`src/rtl/fsk_tx_scheduler_if.sv`:
```
// Byte-stream handshake between a payload source and the FSK symbol scheduler.
// The source drives data/valid/last and the scheduler answers with ready.
interface fsk_tx_scheduler_if;
  logic [7:0] in_data;
  logic       in_valid;
  logic       in_last;
  logic       in_ready;

  modport master (
    output in_data,
    output in_valid,
    output in_last,
    input  in_ready
  );

  modport slave (
    input  in_data,
    input  in_valid,
    input  in_last,
    output in_ready
  );
endinterface

```
`src/rtl/fsk_tx_scheduler.sv`:
```
// Slices a byte stream into M-ary FSK symbols and paces them to the modulator.
// Define FSK_SCHED_GUARD_EN to append GUARD_SYMBOLS zero symbols to every frame.
module fsk_tx_scheduler #(
  parameter int SAMPLES_PER_SYMBOL = 16,
  parameter int SYNC_WAIT          = 12
`ifdef FSK_SCHED_GUARD_EN
  ,
  parameter int GUARD_SYMBOLS      = 2
`endif
) (
  input  logic              clk,
  input  logic              reset,
  fsk_tx_scheduler_if.slave in_bus,
  input  logic [1:0]        mode,
  output logic [3:0]        mod_data,
  output logic              mod_start,
  output logic              sym_strobe,
  output logic              busy,
  output logic              frame_done,
  output logic              underrun
);

  localparam int SYM_W  = $clog2(SAMPLES_PER_SYMBOL);
  localparam int SYNC_W = $clog2(SYNC_WAIT + 1);
  localparam logic [SYM_W-1:0]  SYM_LAST  = SYM_W'(SAMPLES_PER_SYMBOL - 1);
  localparam logic [SYNC_W-1:0] SYNC_LAST = SYNC_W'(SYNC_WAIT - 1);
`ifdef FSK_SCHED_GUARD_EN
  localparam int GUARD_W = $clog2(GUARD_SYMBOLS + 1);
  localparam logic [GUARD_W-1:0] GUARD_LAST = GUARD_W'(GUARD_SYMBOLS - 1);
`endif

  typedef enum logic [1:0] {
    S_IDLE,
    S_SYNC,
    S_DATA,
    S_GUARD
  } state_t;

  state_t            state, state_next;
  logic [15:0]       bit_buf, bit_buf_next;
  logic [4:0]        buf_cnt, buf_cnt_next;
  logic [2:0]        bps, bps_next;
  logic              last_seen, last_seen_next;
  logic [SYNC_W-1:0] sync_cnt, sync_cnt_next;
  logic [SYM_W-1:0]  sym_cnt, sym_cnt_next;
`ifdef FSK_SCHED_GUARD_EN
  logic [GUARD_W-1:0] guard_cnt, guard_cnt_next;
`endif

  logic [3:0] mod_data_r, mod_data_next;
  logic       mod_start_r, mod_start_next;
  logic       sym_strobe_r, sym_strobe_next;
  logic       frame_done_r, frame_done_next;
  logic       underrun_r, underrun_next;

  logic        in_ready_c;
  logic        accept;
  logic        boundary;
  logic        do_emit;
  logic [4:0]  pop_n;
  logic [15:0] popped_buf;
  logic [4:0]  popped_cnt;
  logic [15:0] push_bits;
  logic [3:0]  sym_mask;
  logic [3:0]  emit_sym;

  // Space for another byte only while the buffer can take 8 more bits after any pop.
  always_comb begin
    in_ready_c = (state == S_IDLE) ||
                 (((state == S_SYNC) || (state == S_DATA)) && !last_seen && (buf_cnt <= 5'd8));
    accept     = in_bus.in_valid && in_ready_c;
  end

  assign in_bus.in_ready = in_ready_c;

  // Boundary decision and buffer datapath; the buffer is MSB-aligned and bits below
  // buf_cnt are always zero, so a short final symbol comes out zero-padded for free.
  always_comb begin
    boundary = ((state == S_SYNC) && (sync_cnt == SYNC_LAST)) ||
               ((state == S_DATA) && (sym_cnt == SYM_LAST));
    pop_n    = '0;
    do_emit  = 1'b0;
    if (boundary) begin
      if (buf_cnt >= {2'b00, bps}) begin
        pop_n   = {2'b00, bps};
        do_emit = 1'b1;
      end else if (last_seen && (buf_cnt != 5'd0)) begin
        pop_n   = buf_cnt;
        do_emit = 1'b1;
      end
    end
    popped_buf = bit_buf << pop_n;
    popped_cnt = buf_cnt - pop_n;
    push_bits  = {in_bus.in_data, 8'h00} >> popped_cnt;
    case (bps)
      3'd4:    sym_mask = 4'hF;
      3'd3:    sym_mask = 4'hE;
      3'd2:    sym_mask = 4'hC;
      default: sym_mask = 4'h8;
    endcase
    emit_sym = bit_buf[15:12] & sym_mask;
  end

  always_comb begin
    state_next      = state;
    bit_buf_next    = bit_buf;
    buf_cnt_next    = buf_cnt;
    bps_next        = bps;
    last_seen_next  = last_seen;
    sync_cnt_next   = sync_cnt;
    sym_cnt_next    = sym_cnt;
`ifdef FSK_SCHED_GUARD_EN
    guard_cnt_next  = guard_cnt;
`endif
    mod_data_next   = mod_data_r;
    mod_start_next  = 1'b0;
    sym_strobe_next = 1'b0;
    frame_done_next = 1'b0;
    underrun_next   = 1'b0;

    unique case (state)
      S_IDLE: begin
        if (accept) begin
          bps_next       = 3'd4 - {1'b0, mode};
          bit_buf_next   = {in_bus.in_data, 8'h00};
          buf_cnt_next   = 5'd8;
          last_seen_next = in_bus.in_last;
          sync_cnt_next  = '0;
          sym_cnt_next   = '0;
          mod_start_next = 1'b1;
          state_next     = S_SYNC;
        end
      end

      S_SYNC, S_DATA: begin
        if (state == S_SYNC) begin
          sync_cnt_next = sync_cnt + SYNC_W'(1);
        end else begin
          sym_cnt_next = sym_cnt + SYM_W'(1);
        end
        if (accept) begin
          bit_buf_next   = popped_buf | push_bits;
          buf_cnt_next   = popped_cnt + 5'd8;
          last_seen_next = in_bus.in_last;
        end else begin
          bit_buf_next = popped_buf;
          buf_cnt_next = popped_cnt;
        end
        if (boundary) begin
          sym_cnt_next = '0;
          if (do_emit) begin
            state_next      = S_DATA;
            mod_data_next   = emit_sym;
            sym_strobe_next = 1'b1;
          end else if (last_seen) begin
            mod_data_next = 4'h0;
`ifdef FSK_SCHED_GUARD_EN
            state_next      = S_GUARD;
            sym_strobe_next = 1'b1;
            guard_cnt_next  = '0;
`else
            state_next      = S_IDLE;
            frame_done_next = 1'b1;
            last_seen_next  = 1'b0;
`endif
          end else begin
            // Starved mid-frame: abort and drop whatever arrives on this edge.
            state_next     = S_IDLE;
            underrun_next  = 1'b1;
            mod_data_next  = 4'h0;
            bit_buf_next   = '0;
            buf_cnt_next   = '0;
            last_seen_next = 1'b0;
          end
        end
      end

`ifdef FSK_SCHED_GUARD_EN
      S_GUARD: begin
        sym_cnt_next = sym_cnt + SYM_W'(1);
        if (sym_cnt == SYM_LAST) begin
          sym_cnt_next = '0;
          if (guard_cnt == GUARD_LAST) begin
            state_next      = S_IDLE;
            frame_done_next = 1'b1;
            last_seen_next  = 1'b0;
          end else begin
            guard_cnt_next  = guard_cnt + GUARD_W'(1);
            sym_strobe_next = 1'b1;
          end
        end
      end
`endif

      default: begin
        state_next = S_IDLE;
      end
    endcase
  end

  always_ff @(posedge clk or posedge reset) begin
    if (reset) begin
      state        <= S_IDLE;
      bit_buf      <= '0;
      buf_cnt      <= '0;
      bps          <= 3'd4;
      last_seen    <= 1'b0;
      sync_cnt     <= '0;
      sym_cnt      <= '0;
`ifdef FSK_SCHED_GUARD_EN
      guard_cnt    <= '0;
`endif
      mod_data_r   <= '0;
      mod_start_r  <= 1'b0;
      sym_strobe_r <= 1'b0;
      frame_done_r <= 1'b0;
      underrun_r   <= 1'b0;
    end else begin
      state        <= state_next;
      bit_buf      <= bit_buf_next;
      buf_cnt      <= buf_cnt_next;
      bps          <= bps_next;
      last_seen    <= last_seen_next;
      sync_cnt     <= sync_cnt_next;
      sym_cnt      <= sym_cnt_next;
`ifdef FSK_SCHED_GUARD_EN
      guard_cnt    <= guard_cnt_next;
`endif
      mod_data_r   <= mod_data_next;
      mod_start_r  <= mod_start_next;
      sym_strobe_r <= sym_strobe_next;
      frame_done_r <= frame_done_next;
      underrun_r   <= underrun_next;
    end
  end

  assign mod_data   = mod_data_r;
  assign mod_start  = mod_start_r;
  assign sym_strobe = sym_strobe_r;
  assign frame_done = frame_done_r;
  assign underrun   = underrun_r;
  assign busy       = (state != S_IDLE);

endmodule

```
`src/flat_wrapper.sv`:
```
// flat-port wrapper written by rule: the top's interface ports become plain ports
module fsk_tx_scheduler_flat 
#(
  parameter int SAMPLES_PER_SYMBOL = 16,
  parameter int SYNC_WAIT          = 12

)
  (clk, reset, mode, mod_data, mod_start, sym_strobe, busy, frame_done, underrun, in_bus_in_data, in_bus_in_valid, in_bus_in_last, in_bus_in_ready);
  fsk_tx_scheduler_if in_bus_i ();
  input  logic clk;
  input  logic reset;
  input  logic [1:0] mode;
  output logic [3:0] mod_data;
  output logic mod_start;
  output logic sym_strobe;
  output logic busy;
  output logic frame_done;
  output logic underrun;
  input wire logic [$bits(in_bus_i.in_data)-1:0] in_bus_in_data;
  input wire logic [$bits(in_bus_i.in_valid)-1:0] in_bus_in_valid;
  input wire logic [$bits(in_bus_i.in_last)-1:0] in_bus_in_last;
  output wire logic [$bits(in_bus_i.in_ready)-1:0] in_bus_in_ready;
  assign in_bus_i.in_data = in_bus_in_data;
  assign in_bus_i.in_valid = in_bus_in_valid;
  assign in_bus_i.in_last = in_bus_in_last;
  assign in_bus_in_ready = in_bus_i.in_ready;
  fsk_tx_scheduler #(.SAMPLES_PER_SYMBOL(SAMPLES_PER_SYMBOL), .SYNC_WAIT(SYNC_WAIT)) u_core (.clk(clk), .reset(reset), .in_bus(in_bus_i), .mode(mode), .mod_data(mod_data), .mod_start(mod_start), .sym_strobe(sym_strobe), .busy(busy), .frame_done(frame_done), .underrun(underrun));
endmodule
```
`config.mk`:
```
export PLATFORM = sky130hd
export DESIGN_NAME = fsk_tx_scheduler_flat
export DESIGN_NICKNAME = d
export VERILOG_FILES = /design/src/rtl/fsk_tx_scheduler_if.sv /design/src/rtl/fsk_tx_scheduler.sv /design/src/flat_wrapper.sv
export SDC_FILE = /design/constraint.sdc
export NUM_CORES = 1
export LEC_CHECK = 0
export CAP_MARGIN = 20
export CORE_MARGIN = 1.5
export CORE_UTILIZATION = 50
export CTS_BUF_LIST = sky130_fd_sc_hd__clkbuf_4 sky130_fd_sc_hd__clkbuf_8
export DETAILED_ROUTE_END_ITERATION = 7
export PLACE_DENSITY = 0.66
export SLEW_MARGIN = 20
export SYNTH_ARGS = -nofsm -noshare
export SYNTH_HDL_FRONTEND = slang
export SYNTH_SLANG_ARGS = --single-unit
```
`constraint.sdc`:
```
create_clock -name clk -period 4.25 [get_ports clk]
set_input_delay 0.6375 -clock clk [delete_from_list [all_inputs] [get_ports clk]]
set_output_delay 0.6375 -clock clk [all_outputs]
set_load 0.02 [all_outputs]
```
; ---- Yosys cells after proc, flatten, opt, wreduce, memory -nomap -nowiden
; Cells that the tools add are included.
[op_classes]
add_sub_neg = 5
n_mul = 0
n_div = 0
order_cmp = 2
eq_ne = 11
shifts = 2
mux = 47
n_bitwise = 2
n_reduce_logical = 21
[op_table]
columns = operator, count
row1 = $mux 16, 5
row2 = $mux 5, 8
row3 = $pmux 16 s2, 1
row4 = $mux 4, 5
row5 = $mux 1, 19
row6 = $or 16x16->16, 1
row7 = $pmux 4 s2, 2
row8 = $shl 16x5->16, 1
row9 = $shr 16x5->16, 1
row10 = $pmux 5 s2, 1
row11 = $pmux 3 s3, 1
row12 = $add 4x1->4 const B, 2
row13 = $eq 4x4->1 const B, 2
row14 = $reduce_and 2->1, 4
row15 = $eq 3x2->1 const B, 2
row16 = $logic_and 1x1->1, 6
row17 = $mux 2, 3
row18 = $ne 2x1->1 const B, 3
row19 = $reduce_and 3->1, 2
row20 = $add 5x4->5 const B, 1
row21 = $ge 5x3->1, 1
row22 = $le 5x4->1 const B, 1
row23 = $reduce_bool 5->1, 1
row24 = $sub 5x5->5, 1
row25 = 13 further kinds, 16
[word_totals]
ff_bits = 43
latch_bits = 0
ram_bits = 0
romBits = 0
in_bits = 14
output_inout_bits = 10
wordCells = 102
n_memories = 0

; ---- Logic depth before layout (Yosys ltp)
; Gate-level depths: netlist of the first run.
[depth]
ltp_word = 13
ltp_mapped = 17
ltp_nobuf = 16

; ---- Worst setup path before layout of the first run
; No wires, ideal clock.
[synth_path]
path_kind = flip-flop to flip-flop
start = register u_core.bps[2]
end = register u_core.bit_buf[6]
setup_time_ns = 0.147
t_arrival_ns = 3.750
required_time_ns = 4.103
slack_ns = 0.353
stages_incl_launch_ff = 17
path_buffers = 1
period_less_slack_ns = 3.897
path_cell_list = dfstp_2 > inv_1 > ha_1 > o21ai_0 > o21ai_2 > mux2_2 > nor2_4 > inv_1 > buf_2 > ha_1 > a21oi_1 > nand2_1 > xnor2_1 > mux2i_1 > o21ai_0 > a22oi_1 > o311ai_0
[synth_via]
elab_chain_cells = 11
word_cells_on_any_way = 14
cone_classes = add/sub (1) / order compare (1) / shift (2) / mux (9) / bitwise (1)
[synth_lines]
columns = element, line
row1 = from (decl), fsk_tx_scheduler.sv:42  ; logic [2:0] bps, bps_next;
row2 = from (signal assigned), fsk_tx_scheduler.sv:222  ; bps <= bps_next;
row3 = $ge 5x3->1, fsk_tx_scheduler.sv:84  ; if (buf_cnt >= {2'b00, bps}) begin
row4 = $mux 5, fsk_tx_scheduler.sv:84
row5 = $mux 5, fsk_tx_scheduler.sv:83  ; if (boundary) begin
row6 = $sub 5x5->5, fsk_tx_scheduler.sv:93  ; popped_cnt = buf_cnt - pop_n;
row7 = $shr 16x5->16, fsk_tx_scheduler.sv:94  ; push_bits = {in_bus.in_data, 8'h00} >> popped_cnt;
row8 = $or 16x16->16, fsk_tx_scheduler.sv:142  ; bit_buf_next = popped_buf | push_bits;
row9 = $mux 16, fsk_tx_scheduler.sv:141  ; if (accept) begin
row10 = $mux 16, fsk_tx_scheduler.sv:155  ; end else if (last_seen) begin
row11 = $mux 16, fsk_tx_scheduler.sv:151  ; if (do_emit) begin
row12 = $mux 16 *, fsk_tx_scheduler.sv:149  ; if (boundary) begin
row13 = $pmux 16 s2 *, fsk_tx_scheduler.sv:121  ; unique case (state)
row14 = to (signal assigned), fsk_tx_scheduler.sv:220  ; bit_buf <= bit_buf_next;
row15 = to (decl), fsk_tx_scheduler.sv:40  ; logic [15:0] bit_buf, bit_buf_next;
; Mark *: on every way between the ends. The rest lies on a longest branch, timed or not.
; A chain may end at the register's enable or synchronous reset.

; ---- Final worst setup path of the first run
[layout_path]
start = register u_core.bps[2]
end = register u_core.bit_buf[4]
; The elaborated chain is that of the path after synthesis.

==> impl_metrics.csv, run 1 <==
group,metric,value,unit
critical_path,worstSetupEndpointType,"flip-flop",
yosys,ys_ff_latch,43,
sta,min_period_over_period,93.3,%
run_status,outcome,"finished clean",
die,start_util,51.6,%
final_layout,areaGrowthSynthToFinish,12.9,%
route,dr.pass1.iters,5,
final_layout,antenna_cells,0,
route,wl_per_cell,19.8,µm
sta,drv_slew,0,
pwr,p_per_area,502,nW/µm²
die,rows,30,
yosys,ys_warn_count,0,
route,vias,3364,
grt,grt_max_degree,44,
final_layout,nFillCells,635,
critical_path,cp.required,4.44,ns
sta,finalSetupViolations,0,
critical_path,slowest_stage,"fa_2",
die,fp.dieArea,7480,µm²
placement,dp_hpwl,7.41,mm
critical_path,path_delay_family,"adder cells",
yosys,yosysUniqueCellTypes,75,
die,die_h,86.5,µm
yosys,synth_ff_type,"dfrtp_1",
route,ant_nets,0,
grt,grt-ovfl-total,0,
final_layout,finalNonFillerCells,506,
critical_path,worst-path-buf-inv,2,
route,met2_length,4.63,mm
grt,grt_pass1_vias,3191,
cts,clk_pin_slew_worst_paths,0.09,ns
cts,clk_latency,0.30,ns
placement,dpl.cell_count,498,
sta,period_needed,3.96,ns
cts,cts.sink_count,43,
yosys,synth_edf_count,0,
die,ios,24,
route,met3_length,796,µm
critical_path,rrSetupSlack,0.29,ns
yosys,syn_inst,401,
critical_path,slowest_delay,0.73,ns
grt,grt_pass1_wl,16.4,mm
sta,grt_setup_unrepaired,"false",
cts,cts_tree,"done",
sta,fin_skew,0.00641,ns
critical_path,worstPathMaxFanout,16,
yosys,synthArstFlopShare,100,%
placement,io_buffers,23,
placement,gp_congestion,0.983,
final_layout,nets,455,
sta,worst_pin_slew,1.08,ns
run,maxCapViolCount,0,
sta,fmax,252,MHz
critical_path,cp.arrival,4.15,ns
cts,hold_buffers,0,
cts,clockRootBuffer,"clkbuf_8",
final_layout,drive_above_1_share,11.7,%
yosys,syn_nets,431,
die,die_w,86.5,µm
sta,hold_viol,0,
critical_path,crit_top_cell,"ha_1",
critical_path,crit_type,"flip-flop to flip-flop",
pwr,p_leak,1.75,nW
route,drt-met1-wl,4.34,mm
route,route.detailed.drc,0,
cts,cts_max_path_buffers,2,
sta,setup-tns-final,0,ns
yosys,seq_area_frac_synth,30.9,%
yosys,avgSynthCellArea,8.69,µm²
route,drt_iter0_markers,335,
yosys,syn-cell-area,3490,µm²
grt,antenna_found_initial,0,
critical_path,crit_path_cell_trace,"inv_1 -> ha_1 -> o21ai_0 -> o21ai_2 -> mux2_4 -> nand2_8 -> inv_6 -> ha_1 -> fa_2 -> mux4_2 -> nand2_1 -> nor2_1 -> a21oi_1 -> o22ai_1 -> a311o_1",
cts,htree_levels,2,
grt,grt_usage,28.1,%
pwr,peakVddDrop,0.000236,V
worst_hold_path,holdCritPathClass,"flip-flop to flip-flop",
critical_path,start_kind,"flip-flop",
route,wirelength,10.0,mm
sta,max_slew_margin,27.3,%
cts,cts_inserted_buffers,5,
route,routed.top_layer,"met4",
route,via_per_inst,6.65,
die,coreArea,6760,µm²
-- metrics by stage --
step                      power (mW)  setup WS, ns  hold slack, ns  area, µm²  utilization [%]
after floorplan                 1.31         0.353           0.478       3490                -
after global placement          1.61         0.291           0.461       3810             56.4
after detailed placement        1.62         0.247           0.470       3810             56.4
after CTS                       1.96         0.220           0.489       3930             58.1
after global routing            2.11         0.117           0.509       3940             58.3
final                           1.98         0.286           0.482       3940             58.3
-- cell type report --
cell class / count / area, µm² / share of cell area, %
flip-flops and latches: 43 / 1080 / 27.4
well taps: 80 / 100 / 2.54
repair buffers: 39 / 350 / 8.90
multi-input cells: 314 / 2200 / 56.0
clock inverters: 2 / 35.0 / 0.890
clock buffers: 6 / 82.6 / 2.10
inverters: 22 / 87.6 / 2.23
-- placed cells by master (no fill, tap or decap), types with 15 or more instances in the layout --
cell type        netlist  final
inv_1                 20     19
ha_1                  15     15
o21ai_0               33     33
clkdlybuf4s50_1        0     23
mux2i_1               16     16
nand3_1               16     16
nand2_1               43     43
dfrtp_1               42     42
a21oi_1               31     31
nor2_1                26     26
buf_4                  1     16
-- registers in the layout (all words and copies together) (netlist names) --
signal and cells:
u_core.sym_strobe 1, u_core.buf_cnt 5, u_core.bps 3, u_core.bit_buf 16
u_core.last_seen 1, u_core.mod_start 1, u_core.frame_done 1, u_core.underrun 1
u_core.sym_cnt 4, u_core.mod_data 4, u_core.state 2, u_core.sync_cnt 4
-- power breakdown --
| part | leakage [nW] | switching (mW) | internal [mW] |
|---|---|---|---|
| clock | 0.0612 | 0.147 | 0.190 |
| combinational | 1.12 | 0.591 | 0.394 |
| sequential | 0.567 | 0.133 | 0.521 |
-- cell usage after synthesis (all sizes together), types with 3 or more instances --
master,count,area [µm²]
a211oi,5,37.5
a21oi,31,155
a221oi,5,43.8
a22o,5,43.8
a31oi,6,37.5
a32oi,5,43.8
and2,5,32.5
and3,5,32.5
buf,7,53.8
clkbuf,15,71.3
dfrtp,42,1050
ha,15,188
inv,22,87.6
mux2,8,97.6
mux2i,16,160
mux4,6,150
nand2,44,181
nand2b,3,21.3
nand3,16,80.1
nand4,3,18.8
nor2,28,129
nor2b,4,25.0
nor3,11,60.1
nor4,3,18.8
o21ai,35,183
o22ai,7,43.8
o31ai,3,22.5
o41ai,4,35.0
xnor2,4,35.0
xor2,3,26.3
-- worst paths after layout --
path | from | end | cells after the start
max | u_core.bps[2] | u_core.bit_buf[4] | 15
min | u_core.mod_data[0] | u_core.mod_data[0] | 2
max reg2reg | u_core.bps[2] | u_core.bit_buf[4] | 15
min reg2reg | u_core.mod_data[0] | u_core.mod_data[0] | 2
max in group asynchronous | reset | u_core.bps[2] | 3
min in group asynchronous | reset | u_core.last_seen | 3
-- kinds of logic (layout without fill, tap and decap cells) --
kind of cell    count (synthesis)  after routing  synth area share (%)
compound gates                129            129                  24.3
xor+xnor                        7              7                  1.76
fa+ha+maj                      16             16                  5.96
buf+inv                        44             69                  6.10
flops                          43             43                  30.9
mux                            30             30                  11.7
other cells                     1              1                 0.108
simple gates                  131            131                  19.1
-- worst register-to-register path: cells and delay by family (launching register included) --
| family | cells | cell delay (ns) |
|---|---|---|
| and+or+nand+nor | 3 | 0.31 |
| muxes | 2 | 0.76 |
| buffers and inverters | 2 | 0.12 |
| adders and majority gates | 3 | 1.24 |
| DFF | 1 | 0.53 |
| AOI/OAI and AO/OA | 5 | 0.88 |
-- layer usage --
layer  global-route usage (%)  vias to the layer above
met4                     8.21                        0
li1                         -                     1547
met3                     5.71                       28
met5                        0                        -
met2                     46.5                      195
met1                     37.2                     1594
-- timing repair --
item | in CTS | in global routing
setup endpoints to repair | 0 | 2
setup buffers | 0 | 0
gates resized for setup | 0 | 2
No activity file was read; power rests on OpenSTA's default activity.
==> inputs of run 2 (changes only) <==
--- a/config.mk
+++ b/config.mk
@@ -5,6 +5,7 @@
 export SDC_FILE = /design/constraint.sdc
 export NUM_CORES = 1
 export LEC_CHECK = 0
+export ABC_AREA = 0
 export CAP_MARGIN = 20
 export CORE_MARGIN = 1.5
 export CORE_UTILIZATION = 50
==> results of run 2 <==
Final layout, timing and power as in run 1 (identical DEF).
==> inputs of run 3 (changes only) <==
--- a/config.mk
+++ b/config.mk
@@ -16,3 +16,4 @@
 export SYNTH_ARGS = -nofsm -noshare
 export SYNTH_HDL_FRONTEND = slang
 export SYNTH_SLANG_ARGS = --single-unit
+export TNS_END_PERCENT = 20
==> results of run 3 <==
Final layout, timing and power as in run 1 (identical DEF).
